`config.mk`:
```
export PLATFORM = sky130hd
export DESIGN_NAME = serial_adder
export DESIGN_NICKNAME = d
export VERILOG_FILES = /design/src/rtl/serial_adder.sv
export SDC_FILE = /design/constraint.sdc
export NUM_CORES = 1
export LEC_CHECK = 0
export BUFFER_PORTS_ARGS = -buffer_cell sky130_fd_sc_hd__buf_2
export CAP_MARGIN = 20
export CORE_MARGIN = 2
export CORE_UTILIZATION = 26
export CTS_BUF_LIST = sky130_fd_sc_hd__clkbuf_4 sky130_fd_sc_hd__clkbuf_8
export DETAILED_ROUTE_END_ITERATION = 8
export PLACE_DENSITY = 0.43
export RECOVER_POWER = 25
export SYNTH_ARGS = -nofsm -noshare
export SYNTH_HDL_FRONTEND = slang
export SYNTH_SLANG_ARGS = --single-unit
```
`constraint.sdc`:
```
create_clock -name clk -period 1.7 [get_ports clk]
set_input_delay 0.085 -clock clk [delete_from_list [all_inputs] [get_ports clk]]
set_output_delay 0.085 -clock clk [all_outputs]
set_load 0.02 [all_outputs]
```
`src/rtl/serial_adder.sv`:
```
// serial_adder: multi-cycle adder/subtractor that processes BITS_PER_CYCLE bits per clock.
//
// Purpose
//   Latches two WIDTH-bit operands on a start strobe and produces their sum (or difference)
//   over N = WIDTH/BITS_PER_CYCLE clocks. The slice carry is kept in a register between
//   slices. Completion is reported with a one-cycle done pulse. sum/cout (and ovf) change
//   only at completion and hold until the next completion.
//
// Parameters
//   WIDTH           operand/sum width, >= 1
//   BITS_PER_CYCLE  bits added per clock; must divide WIDTH exactly
//
// Ports
//   clk    in   clock, rising edge
//   rst_n  in   asynchronous active-low reset
//   start  in   request a new operation (sampled only while idle)
//   sub    in   0 = add, 1 = subtract (latched with start)
//   a, b   in   operands (latched with start)
//   cin    in   carry-in / borrow-in (latched with start)
//   busy   out  operation in progress
//   done   out  one-cycle pulse when sum/cout are updated
//   sum    out  result register
//   cout   out  final carry out (for subtract, 1 = no borrow)
//   ovf    out  signed overflow; present only when SERIAL_ADDER_OVF_EN is defined
//
// Build option
//   SERIAL_ADDER_OVF_EN  adds the ovf port and its overflow register.

module serial_adder #(
  parameter int unsigned WIDTH          = 8,
  parameter int unsigned BITS_PER_CYCLE = 1
) (
  input  logic             clk,
  input  logic             rst_n,
  input  logic             start,
  input  logic             sub,
  input  logic [WIDTH-1:0] a,
  input  logic [WIDTH-1:0] b,
  input  logic             cin,
  output logic             busy,
  output logic             done,
  output logic [WIDTH-1:0] sum,
  output logic             cout
`ifdef SERIAL_ADDER_OVF_EN
  ,
  output logic             ovf
`endif
);

  localparam int unsigned B    = BITS_PER_CYCLE;
  localparam int unsigned N    = WIDTH / BITS_PER_CYCLE;
  localparam int unsigned CntW = $clog2(N) + 1;

  typedef enum logic [0:0] {StIdle, StRun} state_e;

  state_e state_q, state_d;

  logic [WIDTH-1:0] a_q;
  logic [WIDTH-1:0] b_q;
  logic [WIDTH-1:0] acc_q;
  logic             carry_q;
  logic [CntW-1:0]  cnt_q;
  logic             done_q;
  logic [WIDTH-1:0] sum_q;
  logic             cout_q;
`ifdef SERIAL_ADDER_OVF_EN
  logic             ovf_q;
`endif

  logic [B-1:0]     slice;
  logic             slice_cout;
  logic [WIDTH-1:0] acc_next;
  logic             last_slice;
  logic             accept;

  // Slice datapath
  always_comb begin
    {slice_cout, slice} = {1'b0, a_q[B-1:0]} + {1'b0, b_q[B-1:0]} + {{B{1'b0}}, carry_q};
    // New slice enters from the MSB side; after N slices the accumulator holds the full result.
    acc_next   = (acc_q >> B) | (WIDTH'(slice) << (WIDTH - B));
    last_slice = (cnt_q == CntW'(N - 1));
    accept     = (state_q == StIdle) && start;
  end

  // State register
  always_ff @(posedge clk or negedge rst_n) begin
    if (!rst_n) begin
      state_q <= StIdle;
    end else begin
      state_q <= state_d;
    end
  end

  // Next-state logic
  always_comb begin
    state_d = state_q;
    unique case (state_q)
      StIdle: if (start)      state_d = StRun;
      StRun:  if (last_slice) state_d = StIdle;
      default:                state_d = StIdle;
    endcase
  end

  // FSM outputs
  always_comb begin
    busy = (state_q == StRun);
  end

  // Operand shift registers, carry, slice counter and result registers
  always_ff @(posedge clk or negedge rst_n) begin
    if (!rst_n) begin
      a_q     <= '0;
      b_q     <= '0;
      acc_q   <= '0;
      carry_q <= 1'b0;
      cnt_q   <= '0;
      done_q  <= 1'b0;
      sum_q   <= '0;
      cout_q  <= 1'b0;
`ifdef SERIAL_ADDER_OVF_EN
      ovf_q   <= 1'b0;
`endif
    end else begin
      done_q <= 1'b0;
      if (accept) begin
        // Subtract as a + ~b + ~cin, so borrow-in maps onto the inverted carry.
        a_q     <= a;
        b_q     <= b ^ {WIDTH{sub}};
        carry_q <= cin ^ sub;
        cnt_q   <= '0;
      end else if (state_q == StRun) begin
        a_q     <= a_q >> B;
        b_q     <= b_q >> B;
        acc_q   <= acc_next;
        carry_q <= slice_cout;
        // Wrap to 0 on the final slice so the counter never exceeds N-1.
        cnt_q   <= last_slice ? '0 : cnt_q + CntW'(1);
        if (last_slice) begin
          sum_q  <= acc_next;
          cout_q <= slice_cout;
          done_q <= 1'b1;
`ifdef SERIAL_ADDER_OVF_EN
          // Carry into the MSB recovered as sum ^ a ^ b at that bit.
          ovf_q  <= slice[B-1] ^ a_q[B-1] ^ b_q[B-1] ^ slice_cout;
`endif
        end
      end
    end
  end

  assign done = done_q;
  assign sum  = sum_q;
  assign cout = cout_q;
`ifdef SERIAL_ADDER_OVF_EN
  assign ovf  = ovf_q;
`endif

endmodule

```
* Yosys cells after proc, flatten, opt, wreduce, memory -nomap -nowiden
Index checks and enable logic that the tools add are counted.
Storage, ports and cells: register bits after elaboration 40, bits of input ports 21, word-level logic and storage cells 37
Operators by class: add/sub/neg operators 3, equality and inequality tests 1, muxes and demuxes 15, bitwise logic cells 5, reduce and logical (&&, ||, !) cells 4
Operator list (number):
- 8-bit 2-to-1 mux | 4
- 4-bit 2-to-1 mux | 3
- 7-bit by 8-bit bitwise OR with 8-bit output | 1
- 8-bit bitwise XOR | 1
- 1-bit 2-to-1 mux | 7
- 4-bit by 1-bit adder with 4-bit output (second input constant) | 1
- 4-bit by 3-bit equality test with 1-bit output (second input constant) | 1
- 3-bit AND reduction | 1
- 1-bit by 1-bit adder with 2-bit output | 1
- 2-bit by 1-bit adder with 2-bit output | 1
- 1-bit inverter | 2
- 1-bit case mux with 2 select lines | 1
- 2-bit AND reduction | 1
- 2-bit nonzero test | 1
- 1-bit logical AND | 1
- 1-bit bitwise XOR | 1

* Logic depth before layout (Yosys ltp)
depth after elaboration 4, depth in mapped cells 4, mapped depth without buffers 4

* Worst setup path before layout
OpenSTA, ideal clock, no wires.
path type reg-to-reg, start reg state_q (netlist: busy), end reg acc_q[4], library setup time 125 ps, arrival 1199 ps, required time 1575 ps, setup slack 376 ps, stages on the path, launching flop included 4, buffers on the path 2, period minus slack after synthesis 1324 ps, path through dfrtp_1 > buf_2 > buf_2 > mux2_2
Between the ends: longest elaborated chain between the ends 4
RTL lines:
- from (decl) | RTL line 56 | state_e state_q, state_d;
- from (signal assigned) | RTL line 88 | state_q <= StIdle;
- from (signal assigned) | RTL line 90 | state_q <= state_d;
- 1-bit inverter | RTL line 82 | accept = (state_q == StIdle) && start;
- 1-bit logical AND | RTL line 82
- 1-bit inverter (no line)
- 2-bit AND reduction (no line) (*)
- to (signal assigned) | RTL line 134 | acc_q <= acc_next;
- to (decl) | RTL line 60 | logic [WIDTH-1:0] acc_q;
Mark *: on every way between the ends. The rest lies on a longest branch, timed or not. A chain may end at the register's enable or synchronous reset.

* Worst setup path after layout
start reg cnt_q[0], end reg sum_q[4] (netlist: sum[4])
Between the ends: longest elaborated chain between the ends 2
RTL lines:
- from (decl) | RTL line 62 | logic [CntW-1:0] cnt_q;
- from (signal assigned) | RTL line 137 | cnt_q <= last_slice ? '0 : cnt_q + CntW'(1);
- 4-bit by 3-bit equality test with 1-bit output | RTL line 81 | last_slice = (cnt_q == CntW'(N - 1));
- 3-bit AND reduction (no line)
- to (signal assigned) | RTL line 139 | sum_q <= acc_next;
- to (decl) | RTL line 64 | logic [WIDTH-1:0] sum_q;
No other way between the ends.

==> results_dict.tcl <==
set metrics [dict create \
    core.rowCount 29 \
    ctsResizeCount 0 \
    final_max_slew_viol_count 0 \
    switchingPower_mw 1.18 \
    p_int_mw 2.33 \
    sw_frac_of_total 0.336 \
    peakVddDrop_mv 0.752 \
    period_share 0.803 \
    vias 1094 \
    wl_mm 3.12 \
    tightestPinTransition_ps 977 \
    share_comb_of_total_power 0.338 \
    fin_cells 252 \
    yosysSeqAreaShare 0.566 \
    cts_tree "built" \
    path_class "reg2reg" \
    initial_core_util 0.270 \
    place_inst 243 \
    cp-start-kind "flop" \
    ant_nets 0 \
    hold_depth 3 \
    power_density_nw_per_um2 1680 \
    syn_area_per_cell_sq_um 12.5 \
    fin_util 0.328 \
    cp_data_required_time_ps 1870 \
    cts_setup_buffers 0 \
    die_x_microns 85.4 \
    fin_skew_ps 12.2 \
    fin_setup_tns_ps 0 \
    synth-warning-count 0 \
    synthSimpleGateAreaFrac 0.0646 \
    arrival_ps 1540 \
    nFillCells 670 \
    placed_area_sq_um 1970 \
    power_frac_clock 0.219 \
    syn-cell-area_sq_um 1720 \
    die-area_sq_um 7300 \
    dr.pass1.iters 4 \
    grt_remaining_overflow 0 \
    num_io_pins 32 \
    grtUsageTotal 0.0962 \
    grt_first_pass_wirelength_mm 5.58 \
    clock-sinks 39 \
    status "finished, final reports clean" \
    rsz0062_at_grt "false" \
    wl_per_cell_microns 12.4 \
    netlist_instances 138 \
    final_area_sq_um 2090 \
    synth_fp_nets 161 \
    fin_crit_ps 1360 \
    ys_top_cells_by_area "dfrtp_1 (57%), mux2_2 (10%), mux2i_1 (9.3%)" \
    yosys.area.top_type "dfrtp_1" \
    portBuffers 31 \
    p_leak_nw 1.04 \
    synth_mux_area_frac 0.204 \
    viasPerCell 4.34 \
    setup_viol 0 \
    hpwlAfterDp_mm 2.20 \
    synth_top_area_share 0.566 \
    clk_latency_ps 290 \
    crit_path_end_kind "flop" \
    hold_viol 0 \
    synth_cell_types 20 \
    first_global_vias 1160 \
    die_h_microns 85.4 \
    numCtsBuffers 5 \
    antenna_found_initial 0 \
    cts_root_buffer "clkbuf_8" \
    grt_max_degree 40 \
    hold_path_class "in2reg" \
    htree_levels 2 \
    max_slew_margin 0.348 \
    drt_iter0_markers 112 \
    area_delta_synth_final_pct 21.3 \
    cp_max_fo 10 \
    synthAdderAreaFrac 0.0189 \
    p_seq_frac 0.442 \
    synth_top_family_by_area "multiplexers" \
    rr_worst_depth 3 \
    fmax_ghz 0.733 \
    synth_seq_cells 39 \
    cts.clk_slew.worst_paths_ps 80 \
    drive_above_1_share 0.354 \
    drc_errors 0 \
    synth_xor_area_frac 0.0508 \
    core_area_sq_um 6390 \
    gp_congestion 0.673 \
    cap_violations 0 \
    diodes 0 \
    fin_nets 197 \
    clockBufferDepth 2 \
    synth_compound_area_frac 0.0697 \
]
cells by family after synthesis:
family,count (synthesis)
xor gates and xnor gates,10
muxes,33
AOI/OAI and AO/OA,21
buffers and inverters,9
adders and majority gates,2
DFF,39
and+or+nand+nor,24
metrics by stage:
stage	setup WS, ps	hold WS (ps)	total power, mW
4_1_cts	319	37.1	3.57
5_1_grt	257	70.5	3.80
3_3_place_gp	376	164	2.73
3_5_place_dp	335	177	2.79
2_1_floorplan	376	-211	2.41
6_report	335	41.8	3.50
layer usage:
| metal | up-vias | part of all wire | track usage |
|---|---|---|---|
| met5 | - | 0 | 0 |
| met4 | 0 | 0.015 | 0.0476 |
| li1 | 543 | - | - |
| met2 | 18 | 0.48 | 0.143 |
| met3 | 4 | 0.034 | 0.0233 |
| met1 | 529 | 0.47 | 0.131 |
state kept, by name, summed over array words and instances (netlist names):
name	cells
a_q	8
b_q	8
sum	8
acc_q	7
cnt_q	4
busy	1
carry_q	1
cout	1
done	1
what timing repair did:
item,4_1_cts,5_1_grt
hold endpoints to repair,39,0
hold buffers,1,0
setup endpoints to repair,0,0
worst max-delay path, stage by stage (launching register included):
cell and delay, ps:
dfrtp_1 410, ha_1 280, nand4b_4 200, mux2_2 360
layout by cell type (no fill, tap or decap), drive strengths merged:
cell type and count:
clkbuf 6, inv 1, xor2 9, dfrtp 39, a211oi 1, o21ai 17
buf 35, mux2 17, fa 1, bufinv 1, mux2i 16, nor2 5
a22o 3, ha 1, nand4b 1, clkinv 2, nand3 1, nand2 17
dlygate4sd3 1, xnor2 1
cell usage after synthesis, drive strengths merged:
cell type / count
nor2: 5
ha: 1
clkbuf: 3
nand3: 1
nand4b: 1
mux2: 17
o21ai: 17
a22o: 3
nand2: 17
dfrtp: 39
inv: 1
xnor2: 1
buf: 5
xor2: 9
a211oi: 1
fa: 1
mux2i: 16
layout make-up:
cell class / instances / area [sq um] / area share
well taps: 77 / 96.3 / 0.0461
repair buffers: 37 / 200 / 0.0957
flip-flops and latches: 39 / 976 / 0.467
multi-input cells: 90 / 703 / 0.336
clock buffers: 5 / 68.8 / 0.0329
inverters: 1 / 3.75 / 0.00179
clock inverters: 3 / 43.8 / 0.0209
power by group through the flow:
stage	clock network (mW)	logic [mW]	registers (mW)
2_1_floorplan	0	0.772	1.64
3_3_place_gp	0	1.18	1.56
3_5_place_dp	0	1.21	1.57
4_1_cts	0.796	1.22	1.56
5_1_grt	0.848	1.35	1.61
6_report	0.769	1.19	1.55
worst paths after layout:
path                            startpoint  endpoint  slack, ps
max in group asynchronous            rst_n    b_q[3]        530
worst min register to register      b_q[7]    b_q[6]        490
worst max-delay path              cnt_q[0]    sum[4]        340
min in group asynchronous            rst_n  acc_q[7]        560
worst max register to register    cnt_q[0]    sum[4]        340
worst min-delay path                  a[7]    a_q[7]         40
(Power assumes the default switching activity.)
